$ cat src/rtl/golife_pkg.sv
// Shared definitions for the golife Game of Life engine.
// Configuration macro: GOLIFE_TORUS_EN (consumed by golife.sv).
package golife_pkg;

   localparam int unsigned NBR_W = 4;

   typedef logic [NBR_W-1:0] nbr_cnt_t;

   // Conway rule: birth on exactly 3 neighbours, survival on 2 or 3.
   function automatic logic life_rule(input logic alive, input nbr_cnt_t n);
      return (n == nbr_cnt_t'(3)) || (alive && (n == nbr_cnt_t'(2)));
   endfunction

endpackage

$ cat src/rtl/golife_cell.sv
// One board cell: a single state flop plus its neighbour counter.
module golife_cell
   import golife_pkg::*;
(
   input  logic       clk,
   input  logic       rst,
   input  logic       load,
   input  logic       run,
   input  logic       init,
   input  logic [7:0] nbr,
   output logic       alive
);

   nbr_cnt_t cnt;

   // Population count of the eight neighbour bits.
   always_comb begin
      cnt = '0;
      for (int unsigned i = 0; i < 8; i++) begin
         cnt = cnt + nbr_cnt_t'(nbr[i]);
      end
   end

   // Cell state: reset > load > run > hold.
   always_ff @(posedge clk or posedge rst) begin
      if (rst) begin
         alive <= 1'b0;
      end else if (load) begin
         alive <= init;
      end else if (run) begin
         alive <= life_rule(alive, cnt);
      end
   end

endmodule

$ cat src/rtl/golife.sv
// Game of Life engine: SIDEWIDTH x SIDEWIDTH array of golife_cell.
// Configuration macro: GOLIFE_TORUS_EN -- when defined, board edges wrap
// around; otherwise cells beyond the edge count as dead.
module golife
   import golife_pkg::*;
#(
   parameter int unsigned SIDEWIDTH = 16
)(
   input  logic                                clk,
   input  logic                                rst,
   input  logic                                load,
   input  logic                                run,
   input  logic [SIDEWIDTH-1:0][SIDEWIDTH-1:0] ingrid,
   output logic [SIDEWIDTH-1:0][SIDEWIDTH-1:0] grid
);

   typedef logic [SIDEWIDTH-1:0] row_t;

   row_t [SIDEWIDTH-1:0] board;

   // Board padded by one ring of cells so every cell sees a uniform
   // 3x3 window; the ring is either dead or a wrapped copy of the far edge.
   logic [SIDEWIDTH+1:0][SIDEWIDTH+1:0] pad;

   assign grid = board;

   for (genvar pr = 0; pr < SIDEWIDTH + 2; pr++) begin : g_pad_row
      for (genvar pc = 0; pc < SIDEWIDTH + 2; pc++) begin : g_pad_col
`ifdef GOLIFE_TORUS_EN
         assign pad[pr][pc] = board[(pr + SIDEWIDTH - 1) % SIDEWIDTH]
                                   [(pc + SIDEWIDTH - 1) % SIDEWIDTH];
`else
         if (pr >= 1 && pr <= SIDEWIDTH && pc >= 1 && pc <= SIDEWIDTH) begin : g_in
            assign pad[pr][pc] = board[pr-1][pc-1];
         end else begin : g_edge
            assign pad[pr][pc] = 1'b0;
         end
`endif
      end
   end

   for (genvar r = 0; r < SIDEWIDTH; r++) begin : g_row
      for (genvar c = 0; c < SIDEWIDTH; c++) begin : g_col
         golife_cell u_cell (
            .clk   (clk),
            .rst   (rst),
            .load  (load),
            .run   (run),
            .init  (ingrid[r][c]),
            .nbr   ({pad[r+2][c+2], pad[r+2][c+1], pad[r+2][c],
                     pad[r+1][c+2],                pad[r+1][c],
                     pad[r][c+2],   pad[r][c+1],   pad[r][c]}),
            .alive (board[r][c])
         );
      end
   end

endmodule

$ cat config.mk
export PLATFORM = sky130hd
export DESIGN_NAME = golife
export DESIGN_NICKNAME = d
export VERILOG_FILES = /design/src/rtl/golife_pkg.sv /design/src/rtl/golife_cell.sv /design/src/rtl/golife.sv
export SDC_FILE = /design/constraint.sdc
export NUM_CORES = 2
export LEC_CHECK = 0
export CAP_MARGIN = 20
export CORE_UTILIZATION = 55
export CTS_CLUSTER_SIZE = 10
export DETAILED_ROUTE_END_ITERATION = 7
export GPL_ROUTABILITY_DRIVEN = 0
export MAX_ROUTING_LAYER = met4
export PLACE_DENSITY = 0.79
export RECOVER_POWER = 50
export SETUP_SLACK_MARGIN = 0.4
export SLEW_MARGIN = 40
export SYNTH_ARGS = -nofsm -noshare
export SYNTH_HDL_FRONTEND = slang
export SYNTH_SLANG_ARGS = --single-unit
export TNS_END_PERCENT = 10
$ cat constraint.sdc
create_clock -name clk -period 14.2 [get_ports clk]
set_clock_uncertainty 0.2 [all_clocks]
set_input_delay 2.84 -clock clk [delete_from_list [all_inputs] [get_ports clk]]
set_output_delay 2.84 -clock clk [all_outputs]
set_load 0.05 [all_outputs]
==> run metrics <==
status=finished with violations; failing checks=capacitance limit, slew limit; fin crit share=0.669; YS warnings=0; Relative slew margins=-2.85; RSZ-0062 raised after global routing=false; simple-gate share of the synthesized area=0.0565; XOR/XNOR Fraction of Synth Area=0; worst-margin pin slew=5.74 ns; Top reg by flops=g_row.g_col.u_cell.alive; CP Capture Type=flip-flop; worst hold path class=reg2reg; via count of the first global-routing pass=40800; layout cells sized above 1=0.0178; critical path type=in2reg; post-CTS sizing=0; Starting Density=0.555; DRT Pass-1 Iters=5; largest family of logic cells by synthesized area=adder cells; Critical Path Source Type=primary input; antenna violations before repair=14; crit path DAT=9.76 ns; most frequent cells in the layout=1572 x inv_1, 900 x fa_1, 697 x ha_1; # H-tree levels=2; global-route wire length before repair=225 mm; die footprint=95400 µm²; core area=a little over 90000 µm²; min Tclk post-route=around 9.5 ns; global route total overflow=0; FILL cells=7545; Mapped Cells=5371; Yosys top cell area share=0.348; Mapped Area=just over 50000 µm²; Die Width=309 µm; max cap viols=6; Synth Area in Compound Gates=0.118; top flop regs=g_row.g_col.u_cell.alive (256); maximum root-to-sink buffer count=3; most frequent CP cell=clkbuf_1; Setup Viol. Count Final=0; Final Hold Fails=0; Largest register FFs=around 260; Max Slew Vio Count=442; # hold bufs at CTS=0; total wire length=~140 mm; setup TNS=0 ns; final net count=around 7400; largest net degree at the start of global routing=167; WL/cell=20.7 µm; Netlist cell types=25; DP Cell Count=6796; via count of the routed design=38300; Post-DP Area=around 56000 µm²; Worst path max stage delay=approximately 3.0 ns; I/O pin total=516; initial drt markers=2504; number of synthesized register bits=around 260; worst hold slack=0.453 ns; final instance area=57500 µm²; post-route insts no fill=6880; worst path cell trace=clkbuf_1 -> nor2b_1 -> clkbuf_1 -> buf_4 -> o21ai_0 -> o31ai_1; synth-to-layout area growth=11.1%; chip height=309 µm; postcts setup bufs=0; CTS sink cnt=256; CTS tree=done; Worst-Skew Late Latency=0.60 ns; Crit-path slowest cell=clkbuf_1; Crit path max-delay family=buffers and inverters; Synth area leaders=fa_1 35%, ha_1 17%, dfrtp_1 12%; synthesized-area fraction occupied by adder cells=0.516; DP Wirelength=114 mm; Final ANT Viol Nets=0; Via-to-Cell Ratio=about 5.6; FP Rows=~110; CTS buffer count=between 40 and 50; post-synth net total=between 7000 and 8000; critical-path maximum fanout=65; CTS root buf=clkbuf_16; DRC=0; buffer and inverter count on the worst path=3; cell taking the most area after synthesis=fa_1; Overall Global Routing Usage=0.317; IO Port Bufs=515; Clk pin slew, worst setup/hold paths=0.06 ns; fmax=about 110 MHz; sequential area share after synthesis=0.124; CP Data Required Time=between 10 and 15 ns; commonest non-fill, non-tap cell in the layout=inv_1; post-synthesis mux area share=0.0230; Mapped Avg Cell Area=just under 10 µm²
[cell usage after synthesis (all sizes together)]
| cell | instances |
|---|---|
| inv | 1573 |
| fa | 900 |
| ha | 697 |
| buf | 331 |
| a21oi | 267 |
| dfrtp | 256 |
| o21ai | 208 |
| nor3b | 197 |
| o31ai | 196 |
| a211oi | 175 |
| mux2i | 119 |
| nor2b | 89 |
| nand2 | 74 |
| a31oi | 69 |
| nor2 | 69 |
| a21o | 56 |
| nand2b | 56 |
| clkbuf | 39 |
[cell families (layout without fill, tap and decap cells)]
| family | count (synthesis) | count (layout) |
|---|---|---|
| buf+inv | 1943 | 2187 |
| fa+ha+maj | 1597 | 1597 |
| compound gates | 971 | 971 |
| simple gates | 485 | 485 |
| flops | 256 | 256 |
| mux | 119 | 119 |
| other cells | 0 | 11 |
[layer usage]
layer,vias up,global-route usage,part of all wire
met5,-,-,0
met2,1324,0.515,0.48
met1,19400,0.385,0.39
met3,377,0.0527,0.071
met4,0,0.152,0.054
li1,17200,-,-
[worst min-delay path: cells and delay by family (launching register included)]
| kind | cells | cell delay, ns |
|---|---|---|
| flops | 1 | 0.37 |
| compound gates | 2 | 0.25 |
[final timing paths]
path,slack [ns],startpoint,cells after the start,to
max in group asynchronous,6.27,rst,4,g_row[9].g_col[2].u_cell.alive$_DFFE_PP0P_
min in group asynchronous,4.31,rst,2,g_row[15].g_col[11].u_cell.alive$_DFFE_PP0P_
setup reg to reg,10.39,g_row[12].g_col[8].u_cell.alive$_DFFE_PP0P_,10,g_row[12].g_col[7].u_cell.alive$_DFFE_PP0P_
hold / removal,0.45,g_row[15].g_col[15].u_cell.alive$_DFFE_PP0P_,2,g_row[15].g_col[15].u_cell.alive$_DFFE_PP0P_
setup / recovery,4.70,run,6,g_row[7].g_col[10].u_cell.alive$_DFFE_PP0P_
hold reg to reg,0.45,g_row[15].g_col[15].u_cell.alive$_DFFE_PP0P_,2,g_row[15].g_col[15].u_cell.alive$_DFFE_PP0P_
[stage by stage]
| stage | worst slack [ns] | utilization |
|---|---|---|
| finish | 4.70 | 0.617 |
| global route | 4.75 | 0.617 |
| CTS | 8.38 | 0.617 |
| detailed placement | 7.76 | 0.603 |
| global placement | 7.91 | 0.602 |
| floorplan | 4.12 | - |
[cell type report]
type / count / area [µm²] / share of cell area
tap: 1254 / 1570 / 0.0273
multi-input combinational: 3172 / 36900 / 0.642
timing repair buffer: 542 / 5380 / 0.0935
clock buffer: 60 / 1190 / 0.0206
antenna: 11 / 27.5 / 0.000478
clock inverter: 12 / 139 / 0.00241
sequential: 256 / 6410 / 0.111
inverter: 1573 / 5910 / 0.103
Power is not shown: default switching activity piles up to over one toggle a cycle in this logic, so the estimate is an artifact.
